--- config.mk ---
export PLATFORM = sky130hd
export DESIGN_NAME = snake_body_reg
export DESIGN_NICKNAME = d
export VERILOG_FILES = /design/src/rtl/snake_pkg.sv /design/src/rtl/snake_body_reg.sv
export SDC_FILE = /design/constraint.sdc
export NUM_CORES = 1
export LEC_CHECK = 0
export CAP_MARGIN = 20
export CORE_MARGIN = 2
export CORE_UTILIZATION = 55
export DETAILED_ROUTE_END_ITERATION = 8
export HOLD_SLACK_MARGIN = 0.08
export PLACE_DENSITY = 0.74
export RECOVER_POWER = 25
export SKIP_CTS_REPAIR_TIMING = 1
export SLEW_MARGIN = 20
export SYNTH_ARGS = -nofsm -noshare
export SYNTH_HDL_FRONTEND = slang
export SYNTH_SLANG_ARGS = --single-unit
--- constraint.sdc ---
create_clock -name clk -period 2.5 [get_ports clk]
set_input_delay 0.5 -clock clk [delete_from_list [all_inputs] [get_ports clk]]
set_output_delay 0.5 -clock clk [all_outputs]
set_load 0.005 [all_outputs]
--- src/rtl/snake_pkg.sv ---
// Shared types and defaults for the snake game datapath.
//   dir_t   : requested / current movement direction
//   coord_t : packed grid cell {x, y}
//   state_t : collision-checker FSM states (also driven out for debug)
//   opposite(): the direction that would reverse the snake onto itself
package snake_pkg;

  localparam int DEF_GRID_W   = 16;
  localparam int DEF_GRID_H   = 12;
  localparam int DEF_MAX_LEN  = 64;
  localparam int DEF_INIT_LEN = 3;
  localparam int COORD_W      = 4;

  // UP decreases y, DOWN increases y (row 0 is the top of the grid).
  typedef enum logic [1:0] {UP, DOWN, LEFT, RIGHT} dir_t;

  typedef struct packed {
    logic [COORD_W-1:0] x;
    logic [COORD_W-1:0] y;
  } coord_t;

  typedef enum logic [1:0] {ST_IDLE, ST_SCAN, ST_COMMIT, ST_DEAD} state_t;

  function automatic dir_t opposite(input dir_t d);
    dir_t r;
    case (d)
      UP:      r = DOWN;
      DOWN:    r = UP;
      LEFT:    r = RIGHT;
      default: r = LEFT;
    endcase
    return r;
  endfunction

endpackage

--- src/rtl/snake_body_reg.sv ---
// Snake body storage: MAX_LEN cells, body[0] is the head.
// Ports:
//   clk, nRst  : clock, asynchronous active-low reset (loads the initial body)
//   shift_en   : push shift_in at body[0], every cell moves one slot back,
//                the last slot falls off
//   shift_in   : new head cell
//   rd_idx     : combinational read address
//   rd_data    : body[rd_idx]
//   head       : body[0]
// Slots at or beyond the current length hold stale cells; the owner of the
// length decides which slots are meaningful.
module snake_body_reg
  import snake_pkg::*;
#(
  parameter int GRID_W   = DEF_GRID_W,
  parameter int GRID_H   = DEF_GRID_H,
  parameter int MAX_LEN  = DEF_MAX_LEN,
  parameter int INIT_LEN = DEF_INIT_LEN,
  parameter int IDX_W    = $clog2(DEF_MAX_LEN)
)(
  input  logic                 clk,
  input  logic                 nRst,
  input  logic                 shift_en,
  input  logic [2*COORD_W-1:0] shift_in,
  input  logic [IDX_W-1:0]     rd_idx,
  output logic [2*COORD_W-1:0] rd_data,
  output logic [2*COORD_W-1:0] head
);

  coord_t body [MAX_LEN];

  always_ff @(posedge clk or negedge nRst) begin
    if (!nRst) begin
      // Initial snake lies horizontally, head in the grid centre, facing right.
      for (int i = 0; i < MAX_LEN; i++) begin
        if (i < INIT_LEN)
          body[i] <= {COORD_W'(GRID_W / 2 - i), COORD_W'(GRID_H / 2)};
        else
          body[i] <= '0;
      end
    end else if (shift_en) begin
      body[0] <= shift_in;
      for (int i = 1; i < MAX_LEN; i++)
        body[i] <= body[i-1];
    end
  end

  assign rd_data = body[rd_idx];
  assign head    = body[0];

endmodule

After elaboration in Yosys (flattened, before gate mapping)
Index checks and enable logic that the tools add are counted.
Widths: inputs -> output; s select.

word-level totals
  register bits after elaboration = 512
  input bits = 17
  output and inout bits = 16
  word-level logic and storage cells = 133

operators by class
  $lt $le $gt $ge = 1
  muxes and demuxes = 3
  bitwise operators = 1

operators by type and width
  kind                number
  $bmux 8 s6          1
  $mux 8              2
  $ge 7x7->1 const B  1
  $not 6->7           1

Logic depth before layout (Yosys ltp)
  word-level depth = 4
  depth in mapped cells = 7
  depth with buffers taken out = 4

Least setup slack after synthesis
No wires, ideal clock.

  path type = input to output
  from = input port rd_idx[0]
  to = output port rd_data[6]
  data arrival time = 2033 ps
  data required time = 2000 ps
  slack = -33 ps
  stages on the path = 5
  buffers on the path = 2
  path through = buf_2 buf_2 mux4_2 a211o_1 a22o_1

on the way
  cells in the longest elaborated chain, start to end = 4

ends and longest elaborated chain
  item                                        line                  text
  start, declared                             snake_body_reg.sv:25  input logic [IDX_W-1:0] rd_idx,
  $not 6->7 (implied by the code)             snake_body_reg.sv:48  assign rd_data = body[rd_idx];
  $bmux 8 s6                                  snake_body_reg.sv:48
  $mux 8 (implied by the code) (2 in series)  snake_body_reg.sv:48
  end, declared                               snake_body_reg.sv:26  output logic [2*COORD_W-1:0] rd_data,

No other way between the ends. The select of a mux whose other input is x is not followed.

Final worst setup path
  from = register body[69] (netlist bit)
  to = output port rd_data[5]

on the way
  cells in the longest elaborated chain, start to end = 3

ends and longest elaborated chain
  item                                        line                  text
  start, declared                             snake_body_reg.sv:30  coord_t body [MAX_LEN];
  start signal, assigned by index             snake_body_reg.sv:37  body[i] <= {COORD_W'(GRID_W / 2 - i), COORD_W'(GRID_H / 2)};
  start signal, assigned by index             snake_body_reg.sv:44  body[i] <= body[i-1];
  $bmux 8 s6                                  snake_body_reg.sv:48
  $mux 8 (implied by the code) (2 in series)  snake_body_reg.sv:48

No other way between the ends. The select of a mux whose other input is x is not followed.

==> results.json <==
{
  "status": "finished, violations left",
  "violations": "capacitance limit, slew limit, setup timing",
  "grt_max_degree": 84,
  "hold_path_class": "reg2reg",
  "hpwl_mm": 28.7,
  "ys_seq_elements": 512,
  "finalWeightedCongestion": 0.772,
  "avgSynthCellArea_sq_um": 16.4,
  "finalMaxSlewViolations": 90,
  "maxCapViolCount": 2,
  "clk_path_buf_depth": 3,
  "synth_area_leaders": "dfrtp_1 (54%), mux2_2 (25%), mux4_2 (12%)",
  "netlist.area_leader.share_pct": 54.4,
  "p_sw_share_pct": 25.1,
  "p_switching_w": 0.00588,
  "crit_required_ns": 2.00,
  "max_slew.worst_pin.slew_ns": 2.00,
  "relSlewSlack_pct": -33.1,
  "cts-root-buf": "clkbuf_16",
  "clock-sinks": 512,
  "pwr-share-seq_pct": 47.3,
  "die_x_um": 208,
  "drt_iter0_drc": 585,
  "rows": 74,
  "hold_slack_ns": 0.503,
  "grt.overflow.total": 0,
  "cts_tree": "built",
  "worst_clock_skew_ns": 0.0222,
  "dpl_worst_slack_ns": -0.860,
  "comb_power_share_pct": 17.6,
  "io_pins": 33,
  "routed_wl_mm": 44.4,
  "ys_types": 33,
  "syn-num-nets": 1415,
  "dr.pass1.iters": 5,
  "cp-start-kind": "flop",
  "worstSetupPathType": "reg2out",
  "post_drt_via_cell_ratio": 5.87,
  "grt_usage_pct": 21.2,
  "final_common_cell": "mux2_2",
  "fin_ws_ns": -0.424,
  "grt.met2_usage_pct": 34.5,
  "min_period_ns": 2.92,
  "pwr-share-clk_pct": 35.2,
  "grt_pass1_wl_mm": 73.2,
  "gr-max-usage-layer": "met2",
  "max_freq_mhz": 342,
  "yosys_warnings": 0,
  "io_buffers": 32,
  "yosysTopAreaCell": "dfrtp_1",
  "numCtsBuffers": 54,
  "rsz0062_at_grt": "true",
  "p_int_w": 0.0176,
  "area_delta_synth_final_pct": 18.9,
  "drive_gt1_share_pct": 60.3,
  "h-tree-depth": 2,
  "ir_drop_mv": 0.515,
  "insertion_delay_ns": 0.60,
  "cp-end-kind": "primary output",
  "synthesis.area_sq_um": 23000,
  "drc": 0,
  "grt_pass1_vias": 13400,
  "powerDensity_nw_per_um2": 858,
  "chipHeight_um": 208,
  "via_count": 12600,
  "wl_per_cell_um": 20.6,
  "initial_core_util_pct": 56.1,
  "synthCells": 1398,
  "setup_viol": 46,
  "hold_violations": 0,
  "arrival_ns": 2.42,
  "power_w": 0.0235,
  "grt_use_met3_pct": 3.97,
  "gr-usage-met1_pct": 29.1,
  "nets": 1593,
  "p_leak_nw": 12.7,
  "tns_ns": -7.22,
  "dieArea_sq_um": 43500,
  "final_util_pct": 66.6,
  "design.core.area_sq_um": 41000,
  "ant_nets": 0,
  "antenna_cells": 0,
  "final_cell_mix": "mux2_2 (515), dfrtp_1 (500), buf_4 (156)",
  "antenna_found_initial": 0,
  "clkTransAtPathRegs_ns": 0.06,
  "post-route-period-util_pct": 117,
  "ys_seq_area_share_pct": 55.8,
  "crit_path_max_fanout": 2
}
==> critical path: stages, from the launching register on <==
cell and delay (ns):
dfrtp_1 0.38, mux4_2 0.52, mux2_4 0.28, a211o_1 0.30, a22o_1 0.25, clkbuf_2 0.11
==> Yosys cell counts <==
master / count
or3b_2: 1
a22o_1: 9
dfrtp_1: 500
inv_1: 2
and3_1: 2
a221oi_1: 3
buf_6: 1
a22oi_1: 2
a21oi_1: 6
mux4_2: 122
nand3_1: 2
nand3b_1: 5
buf_2: 24
mux2_2: 519
o221ai_1: 17
a211o_1: 8
o21ai_0: 1
mux2i_1: 32
o22ai_1: 13
o32ai_1: 2
a31oi_1: 5
o21ai_1: 2
and2_1: 4
clkbuf_1: 65
or3_1: 3
nand2_1: 1
buf_4: 17
dfstp_2: 12
or3b_1: 3
nor2b_1: 4
nor2_1: 4
nand2b_1: 2
a211oi_1: 5
==> metrics by stage <==
| stage | area, sq um | instances |
|---|---|---|
| after floorplan | 23000 | 1398 |
| after global placement | 25300 | 2039 |
| after detailed placement | 25300 | 2039 |
| after CTS | 27100 | 2140 |
| after global routing | 27300 | 2153 |
| final | 27300 | 2153 |
==> routing by layer <==
layer	routed length, um	part of all wire [%]	vias up
met5	0	0	-
met4	1130	2.5	0
met3	1600	3.6	82
met2	21800	49	155
met1	19900	45	6703
li1	-	-	5706
==> power by group through the flow <==
stage / Combinational (W) / Sequential, W / Clock [W]
3_5_place_dp: 0.00405 / 0.0112 / 0
2_1_floorplan: 0.00283 / 0.0108 / 0
5_1_grt: 0.00444 / 0.0113 / 0.00879
4_1_cts: 0.00409 / 0.0111 / 0.00846
6_report: 0.00412 / 0.0111 / 0.00825
3_3_place_gp: 0.00395 / 0.0111 / 0
==> cells by family (layout without fill, tap and decap cells) <==
kind of cell,Yosys count,after routing,share of synthesized area (%)
flops,512,512,55.8
simple gates,31,31,0.849
mux,673,673,38.8
compound gates,73,73,2.40
buf+inv,109,332,2.22
==> area by class of cell <==
| cell class | count | area, sq um |
|---|---|---|
| clock buffer | 77 | 1570 |
| inverter | 2 | 7.51 |
| timing repair buffer | 229 | 2100 |
| sequential | 512 | 12800 |
| fill | 2881 | 13700 |
| clock inverter | 24 | 279 |
| multi-input combinational | 777 | 9890 |
| tap | 532 | 666 |
==> state kept, by name, indices dropped and copies added, names as in the netlist <==
signal	flops
body	504
head	8
==> path summary, 6_finish.rpt <==
check / end / cells past startpoint / start / slack, ns
max: rd_data[5] / 5 / body[69] / -0.42
min in group asynchronous: body[474] / 2 / nRst / 0.88
min: body[7] / 1 / body[7] / 0.50
max in group asynchronous: body[204] / 3 / nRst / 0.48
min reg2reg: body[7] / 1 / body[7] / 0.50
max reg2reg: body[478] / 3 / body[486] / 1.47
No activity file was read; power rests on OpenSTA's default activity.
